--- src/rtl/uart_pkg.sv ---
// ---------------------------------------------------------------------------
// uart_pkg
// Shared definitions for the UART transmitter and receiver.
//   - 3-bit state encodings for the transmit FSM
//   - frame constants: default payload width, idle and start line levels
// No ports; imported by uart_tx and the matching receiver.
// ---------------------------------------------------------------------------
package uart_pkg;

    localparam logic [2:0] ST_IDLE   = 3'd0;
    localparam logic [2:0] ST_SYNC   = 3'd1;
    localparam logic [2:0] ST_START  = 3'd2;
    localparam logic [2:0] ST_DATA   = 3'd3;
    localparam logic [2:0] ST_PARITY = 3'd4;
    localparam logic [2:0] ST_STOP   = 3'd5;

    typedef enum logic [2:0] {
        TX_IDLE   = ST_IDLE,
        TX_SYNC   = ST_SYNC,
        TX_START  = ST_START,
        TX_DATA   = ST_DATA,
        TX_PARITY = ST_PARITY,
        TX_STOP   = ST_STOP
    } tx_state_e;

    localparam int   DEFAULT_DATA_BITS = 8;
    localparam logic LINE_IDLE         = 1'b1;
    localparam logic LINE_START        = 1'b0;

endpackage

--- src/rtl/uart_tx.sv ---
// ---------------------------------------------------------------------------
// uart_tx
// Serial UART transmitter. Accepts one parallel word per handshake and sends
// start bit, LSB-first data, optional parity and 1 or 2 stop bits. Every bit
// boundary is set by the shared baud generator's single-cycle tick.
//
// Ports
//   clk       in   system clock
//   rst       in   asynchronous, active-high reset
//   tick      in   one-cycle bit-boundary pulse from the baud generator
//   tx_start  in   request to send tx_data (only looked at while idle)
//   tx_data   in   payload, captured on the accepting edge
//   tx        out  serial line, idle high, registered
//   tx_busy   out  high from the cycle after acceptance until frame end
//   tx_done   out  one-cycle pulse on the final stop-bit tick
// ---------------------------------------------------------------------------
module uart_tx
    import uart_pkg::*;
#(
    parameter int DATA_BITS  = DEFAULT_DATA_BITS,
    parameter int PARITY_EN  = 0,
    parameter int PARITY_ODD = 0,
    parameter int STOP_BITS  = 1
) (
    input  logic                 clk,
    input  logic                 rst,
    input  logic                 tick,
    input  logic                 tx_start,
    input  logic [DATA_BITS-1:0] tx_data,
    output logic                 tx,
    output logic                 tx_busy,
    output logic                 tx_done
);

    localparam logic [2:0] LAST_DATA  = 3'(DATA_BITS - 1);
    localparam logic       PARITY_INV = (PARITY_ODD != 0);

    tx_state_e            state_q;
    logic [DATA_BITS-1:0] shreg_q;
    logic [DATA_BITS-1:0] shreg_d;
    logic [2:0]           cnt_q;
    logic                 parity_q;
    logic                 parity_d;
    logic                 stop_q;
    logic                 stop_last;
    logic                 tx_q;
    logic                 busy_q;
    logic                 done_q;

    // Next values for the data phase: the bit leaving the shifter is folded
    // into the running parity, and the new LSB is the next bit on the line.
    assign shreg_d  = shreg_q >> 1;
    assign parity_d = parity_q ^ shreg_q[0];

    // With a single stop bit the first stop tick already ends the frame.
    assign stop_last = (STOP_BITS == 2) ? stop_q : 1'b1;

    // Transmit FSM. The line value is registered here so tx only moves on
    // tick edges; SYNC exists so the start bit always gets a full tick period
    // no matter where in the tick phase the request arrived.
    always_ff @(posedge clk or posedge rst) begin
        if (rst) begin
            state_q  <= TX_IDLE;
            shreg_q  <= '0;
            cnt_q    <= '0;
            parity_q <= 1'b0;
            stop_q   <= 1'b0;
            tx_q     <= LINE_IDLE;
            busy_q   <= 1'b0;
            done_q   <= 1'b0;
        end else begin
            done_q <= 1'b0;
            unique case (state_q)
                TX_IDLE: begin
                    tx_q <= LINE_IDLE;
                    if (tx_start) begin
                        shreg_q  <= tx_data;
                        parity_q <= 1'b0;
                        busy_q   <= 1'b1;
                        state_q  <= TX_SYNC;
                    end
                end
                TX_SYNC: begin
                    if (tick) begin
                        tx_q    <= LINE_START;
                        state_q <= TX_START;
                    end
                end
                TX_START: begin
                    if (tick) begin
                        tx_q    <= shreg_q[0];
                        cnt_q   <= '0;
                        state_q <= TX_DATA;
                    end
                end
                TX_DATA: begin
                    if (tick) begin
                        parity_q <= parity_d;
                        shreg_q  <= shreg_d;
                        if (cnt_q == LAST_DATA) begin
                            stop_q <= 1'b0;
                            if (PARITY_EN != 0) begin
                                tx_q    <= parity_d ^ PARITY_INV;
                                state_q <= TX_PARITY;
                            end else begin
                                tx_q    <= LINE_IDLE;
                                state_q <= TX_STOP;
                            end
                        end else begin
                            cnt_q <= cnt_q + 3'd1;
                            tx_q  <= shreg_d[0];
                        end
                    end
                end
                TX_PARITY: begin
                    if (tick) begin
                        tx_q    <= LINE_IDLE;
                        stop_q  <= 1'b0;
                        state_q <= TX_STOP;
                    end
                end
                TX_STOP: begin
                    tx_q <= LINE_IDLE;
                    if (tick) begin
                        if (stop_last) begin
                            busy_q  <= 1'b0;
                            done_q  <= 1'b1;
                            state_q <= TX_IDLE;
                        end else begin
                            stop_q <= 1'b1;
                        end
                    end
                end
                default: begin
                    state_q <= TX_IDLE;
                end
            endcase
        end
    end

    assign tx      = tx_q;
    assign tx_busy = busy_q;
    assign tx_done = done_q;

endmodule
--- config.mk ---
export PLATFORM = sky130hd
export DESIGN_NAME = uart_tx
export DESIGN_NICKNAME = d
export VERILOG_FILES = /design/src/rtl/uart_pkg.sv /design/src/rtl/uart_tx.sv
export SDC_FILE = /design/constraint.sdc
export NUM_CORES = 1
export LEC_CHECK = 0
export CAP_MARGIN = 10
export CORE_ASPECT_RATIO = 1.1
export CORE_MARGIN = 1.5
export CORE_UTILIZATION = 30
export DETAILED_ROUTE_END_ITERATION = 8
export RECOVER_POWER = 50
export SYNTH_ARGS = -nofsm -noshare
export SYNTH_HDL_FRONTEND = slang
export SYNTH_SLANG_ARGS = --single-unit
--- constraint.sdc ---
create_clock -name clk -period 3.1 [get_ports clk]
set_input_delay 0.62 -clock clk [delete_from_list [all_inputs] [get_ports clk]]
set_output_delay 0.62 -clock clk [all_outputs]
set_load 0.01 [all_outputs]
==> impl_metrics.tcl, run 1 <==
set metrics [dict create \
    wl_met2_um 812 \
    drc 0 \
    via_count 677 \
    rrSetupSlack_ns 1.28 \
    core_um2 3020 \
    num_antenna_cells 0 \
    nNetsFinal 116 \
    synth_top_family_by_area "multiplexers" \
    grt_util_all_layers_pct 10.7 \
    synth_compound_area_share_pct 16.5 \
    hold_depth 1 \
    syn_inst 88 \
    post_cts_buffers 0 \
    cp_max_fo 8 \
    dp_hpwl_mm 1.22 \
    ys_types 30 \
    path_clk_slew_ns 0.09 \
    drive_above_1_share_pct 19.8 \
    setup_tns_ns 0 \
    cap_viol_max_count 0 \
    gp_congestion 0.767 \
    worstReg2RegEnd "shreg_q[3]$_DFFE_PP0P_" \
    ys_ff_latch 17 \
    crit_required_ns 3.28 \
    ant_nets 0 \
    avgViaCountPerCell 5.01 \
    setup_violations 0 \
    ctsRootBufferMaster "clkbuf_4" \
    hp-class "flop to flop" \
    status "finished, final reports clean" \
    synth_edf_count 0 \
    reg2regPathDepth 3 \
    min_period_ns 2.05 \
    wl_mm 1.69 \
    maxSlewViolCount 0 \
    routedWlPerCell_um 12.5 \
    end_kind "flop" \
    period_share_pct 66.3 \
    worstMarginPinSlew_ns 0.661 \
    yosysTopAreaCellShare_pct 42.6 \
    die_h_um 61.7 \
    final_common_cell "dfrtp_1" \
    worstSetupStartpointType "input port" \
    drt-met1-wl_um 797 \
    max_freq_mhz 487 \
    grt_pass1_vias 648 \
    synth-async-reset-ratio_pct 100 \
    cts-htree-levels 1 \
    synth.yosys.seq_area_share_pct 45.3 \
    start_util_pct 31.1 \
    routed.top_layer "met4" \
    synth_xor_area_share_pct 0 \
    synthMuxAreaShare_pct 16.8 \
    clk_latency_ns 0.28 \
    hold_end "shreg_q[5]$_DFFE_PP0P_" \
    ys_top_cells_by_area "dfrtp_1, mux2_2, o21ai_0" \
    leakage_nw 0.483 \
    cts_buffers 3 \
    clk_path_buf_depth 2 \
    critical_path_class "input port to flop" \
    cts_tree "yes" \
    ys.flop_type "dfrtp_1" \
    grt_max_degree 18 \
    area_growth_pct 19.4 \
    worstPathArrival_ns 2.23 \
    grt_overflow 0 \
    drt_first_pass_iters 4 \
    grt_pass1_wl_mm 2.87 \
    synth_top_area_cell "dfrtp_1" \
    dr_wl_met3_um 62 \
    power_density_nw_per_um2 831 \
    rsz0062_at_grt "no" \
    drt_iter0_markers 16 \
    max_slew_margin_pct 55.9 \
    finalClockSkew_ns 0.000759 \
    hold_buffers 0 \
    synth_area_um2 941 \
    syn_nets 102 \
    hold_start "shreg_q[5]$_DFFE_PP0P_" \
    synth_fa_ha_area_share_pct 2.66 \
    top_level_ports 15 \
    ctsResizeCount 0 \
    numClockSinks 17 \
    final_cell_mix "dfrtp_1, mux2_2, clkdlybuf4s50_1, o21ai_0, inv_1" \
    r2r_start "state_q[1]$_DFFE_PP0P_" \
    place_area_um2 1100 \
    io_buffer_count 14 \
    die_w_um 56.4 \
    synth_warnings 0 \
    rows 21 \
    ir_worst_vdd_mv 0.356 \
    die_area_um2 3480 \
    final_hold_viol_count 0 \
    avgSynthCellArea_um2 10.7 \
    stdcell_area_um2 1120 \
    antenna_found_initial 0 \
    synth_simple_gate_area_share_pct 13.6 \
]
==> worst max-delay path, cell delays in order <==
cell	delay, ns
clkdlybuf4s50_1	0.52
or3b_1	0.41
a21oi_4	0.30
mux2_2	0.38
==> report_power, final <==
group | leakage (nW) | total [mW] | internal, mW | switching (mW)
logic | 0.260 | 0.429 | 0.255 | 0.174
clock network | 0.0150 | 0.116 | 0.0500 | 0.0658
registers | 0.207 | 0.389 | 0.304 | 0.0846
==> worst max-delay path by stage <==
stage	cells past startpoint	to	slack, ns	startpoint
after floorplan	3	shreg_q[0]$_DFFE_PP0P_	1.38	tx_start
after global placement	4	shreg_q[5]$_DFFE_PP0P_	0.78	tx_start
after detailed placement	4	shreg_q[3]$_DFFE_PP0P_	0.74	tx_start
after CTS	4	shreg_q[3]$_DFFE_PP0P_	1.05	tx_start
after global routing	4	shreg_q[3]$_DFFE_PP0P_	1.01	tx_start
final	4	shreg_q[3]$_DFFE_PP0P_	1.05	tx_start
==> state kept, by name, indices dropped and copies added, names as in the netlist <==
register and count:
cnt_q 3, tx_busy 1, shreg_q 8, tx 1, state_q 3, tx_done 1
==> metal layers <==
layer  vias up  GRT usage, %
met5         -             0
met4         0          2.72
met3         2          4.55
met2        13          18.3
met1       317          12.6
li1        345             -
==> synth_stat cells (2+ instances only) <==
master / number
a21oi_1: 2
a22o_1: 2
clkbuf_1: 4
dfrtp_1: 16
ha_1: 2
inv_1: 6
mux2_2: 14
nand2_1: 3
nand2b_1: 2
nand3b_1: 2
nand4_1: 2
nor2_1: 3
nor2b_1: 2
nor3_1: 2
o21ai_0: 10
o32ai_1: 2
==> per-stage QoR <==
stage	util, %	hold slack, ns	worst slack, ns	cells	power, mW
after global placement	36.3	0.488	0.782	131	0.812
after floorplan	-	0.477	1.38	88	0.740
final	37.2	0.511	1.05	135	0.934
after global routing	37.2	0.526	1.01	135	1.02
after detailed placement	36.3	0.492	0.735	131	0.828
after CTS	37.2	0.515	1.05	135	0.951
==> cell families after synthesis <==
logic type,after synthesis
muxes,14
DFF,17
AOI/OAI and AO/OA,22
and+or+nand+nor,22
buffers and inverters,11
adders and majority gates,2
==> final cells by class <==
type	instances	area (um2)
Timing Repair Buffer	14	140
Tap cell	34	42.5
Sequential cell	17	427
Inverter	6	22.5
Clock buffer	4	26.3
Multi-Input combinational cell	60	465
Fill cell	300	1900
(Power assumes the default switching activity.)
==> inputs of run 2 (changes only) <==
==> constraint.sdc (replaced) <==
create_clock -name clk -period 2.1 [get_ports clk]
set_input_delay 0.42 -clock clk [delete_from_list [all_inputs] [get_ports clk]]
set_output_delay 0.42 -clock clk [all_outputs]
set_load 0.01 [all_outputs]
==> impl_metrics.tcl, run 2 (same netlist as run 1, synthesis figures left out) <==
set metrics [dict create \
    power_density_nw_per_um2 1230 \
    grt_util_all_layers_pct 12.2 \
    maxSlewViolCount 0 \
    reg_top3 "shreg_q: 8 flops, cnt_q: 3 flops, state_q: 3 flops" \
    p_sw_share_pct 35.0 \
    cp_max_fo 3 \
    stdcell_area_um2 1160 \
    io_buffer_count 14 \
    ant_nets 0 \
    cts_tree "yes" \
    dpl.cell_count 136 \
    drt_first_pass_iters 4 \
    die_h_um 61.7 \
    wl_mm 1.84 \
    post_cts_buffers 0 \
    max_slew_margin_pct 57.6 \
    dp_hpwl_mm 1.34 \
    final_util_pct 38.3 \
    core_um2 3020 \
    drive_above_1_share_pct 22.6 \
    worstMarginPinSlew_ns 0.636 \
    place_ws_ns 0.00173 \
    worstPathArrival_ns 1.37 \
    leakage_nw 0.502 \
    via_count 723 \
    worst_slack_ns 0.315 \
    antenna_found_initial 0 \
    rows 21 \
    gp_congestion 0.760 \
    grt_max_degree 18 \
    switchingPower_uw 499 \
    grt_pass1_vias 729 \
    routedWlPerCell_um 13.1 \
    cp_cell_sequence "clkdlybuf4s50_1" \
    largest_reg_flops 8 \
    power_mw 1.42 \
    setup_tns_ns 0 \
    max_freq_mhz 560 \
    slowest_delay_ns 0.55 \
    hold_buffers 0 \
    cap_viol_max_count 0 \
    finalNonFillerCells 140 \
    top_level_ports 15 \
    area_growth_pct 23.0 \
    nNetsFinal 121 \
    grt_overflow 0 \
    clk_path_buf_depth 2 \
    rsz0062_at_grt "no" \
    comb_power_share_pct 49.9 \
    hp-class "flop to flop" \
    holdWs_ns 0.518 \
    path_clk_slew_ns 0.09 \
    numClockSinks 17 \
    drc 0 \
    period_share_pct 85.0 \
    ir_worst_vdd_mv 0.576 \
    cts_buffers 3 \
    clk_latency_ns 0.29 \
    drt_iter0_markers 16 \
    die_w_um 56.4 \
    die_area_um2 3480 \
    crit_required_ns 1.68 \
    min_period_ns 1.79 \
    status "finished, final reports clean" \
    ctsRootBufferMaster "clkbuf_4" \
    start_util_pct 31.1 \
    final_hold_viol_count 0 \
    critical_path_class "flop to output pin" \
    finalClockSkew_ns 0.00195 \
    internal_power_uw 926 \
    end_kind "output pin" \
    setup_violations 0 \
    final_cell_mix "dfrtp_1, mux2_2, clkdlybuf4s50_1, o21ai_0, inv_1" \
    grt_pass1_wl_mm 3.19 \
    crit_family "flip-flops" \
    place_area_um2 1130 \
    cts-htree-levels 1 \
    crit_buf_inv 1 \
    p_clk_share_pct 11.9 \
    seq_power_share_pct 38.2 \
    ctsResizeCount 0 \
    slowest_stage "dfstp_2" \
    final_common_cell "dfrtp_1" \
    worstSetupStartpointType "flop" \
    regMostFlops "shreg_q" \
    num_antenna_cells 0 \
    avgViaCountPerCell 5.16 \
]
run 2: cell count changes in the layout (fill, tap and decap cells not counted), sizes merged:
cell / previous run / this run
dlygate4sd3: 2 / 1
clkbuf: 4 / 5
clkdlybuf4s50: 12 / 13
buf: 0 / 4
run 2: final cells by class:
type | count | area, um2
fillers | 295 | 1860
multi-input cells | 60 | 465
flip-flops and latches | 17 | 427
repair buffers | 19 | 174
well taps | 34 | 42.5
clock buffers | 4 | 26.3
inverters | 6 | 22.5
run 2: power by group through the flow:
stage	Sequential [mW]	Clock [mW]	Combinational, mW
final	0.544	0.170	0.710
after global routing	0.564	0.201	0.797
after CTS	0.544	0.183	0.721
after detailed placement	0.551	0	0.718
after global placement	0.544	0	0.689
after floorplan	0.517	0	0.575
run 2: layer usage:
| metal | vias to the layer above | wire (um) | global-route usage (%) |
|---|---|---|---|
| met3 | 4 | 55 | 1.86 |
| met2 | 15 | 919 | 21.3 |
| li1 | 355 | - | - |
| met1 | 349 | 823 | 14.8 |
| met4 | 0 | 36 | 7.14 |
| met5 | - | 0 | 0 |
run 2: worst register-to-register path, cell delays in order, from the launching register on:
cell and delay (ns):
dfrtp_1 0.49, or3b_1 0.47, a21oi_4 0.29, mux2_2 0.38
run 2: path summary, 6_finish.rpt:
path | startpoint | endpoint | slack, ns | depth (start not counted)
min in group asynchronous | rst | shreg_q[6]$_DFFE_PP0P_ | 0.64 | 2
worst max register to register | state_q[0]$_DFFE_PP0P_ | shreg_q[3]$_DFFE_PP0P_ | 0.37 | 3
worst max-delay path | tx$_DFFE_PP1P_ | tx | 0.31 | 1
worst min register to register | shreg_q[5]$_DFFE_PP0P_ | shreg_q[5]$_DFFE_PP0P_ | 0.52 | 1
worst min-delay path | shreg_q[5]$_DFFE_PP0P_ | shreg_q[5]$_DFFE_PP0P_ | 0.52 | 1
max in group asynchronous | rst | cnt_q[1]$_DFFE_PP0P_ | 1.05 | 2
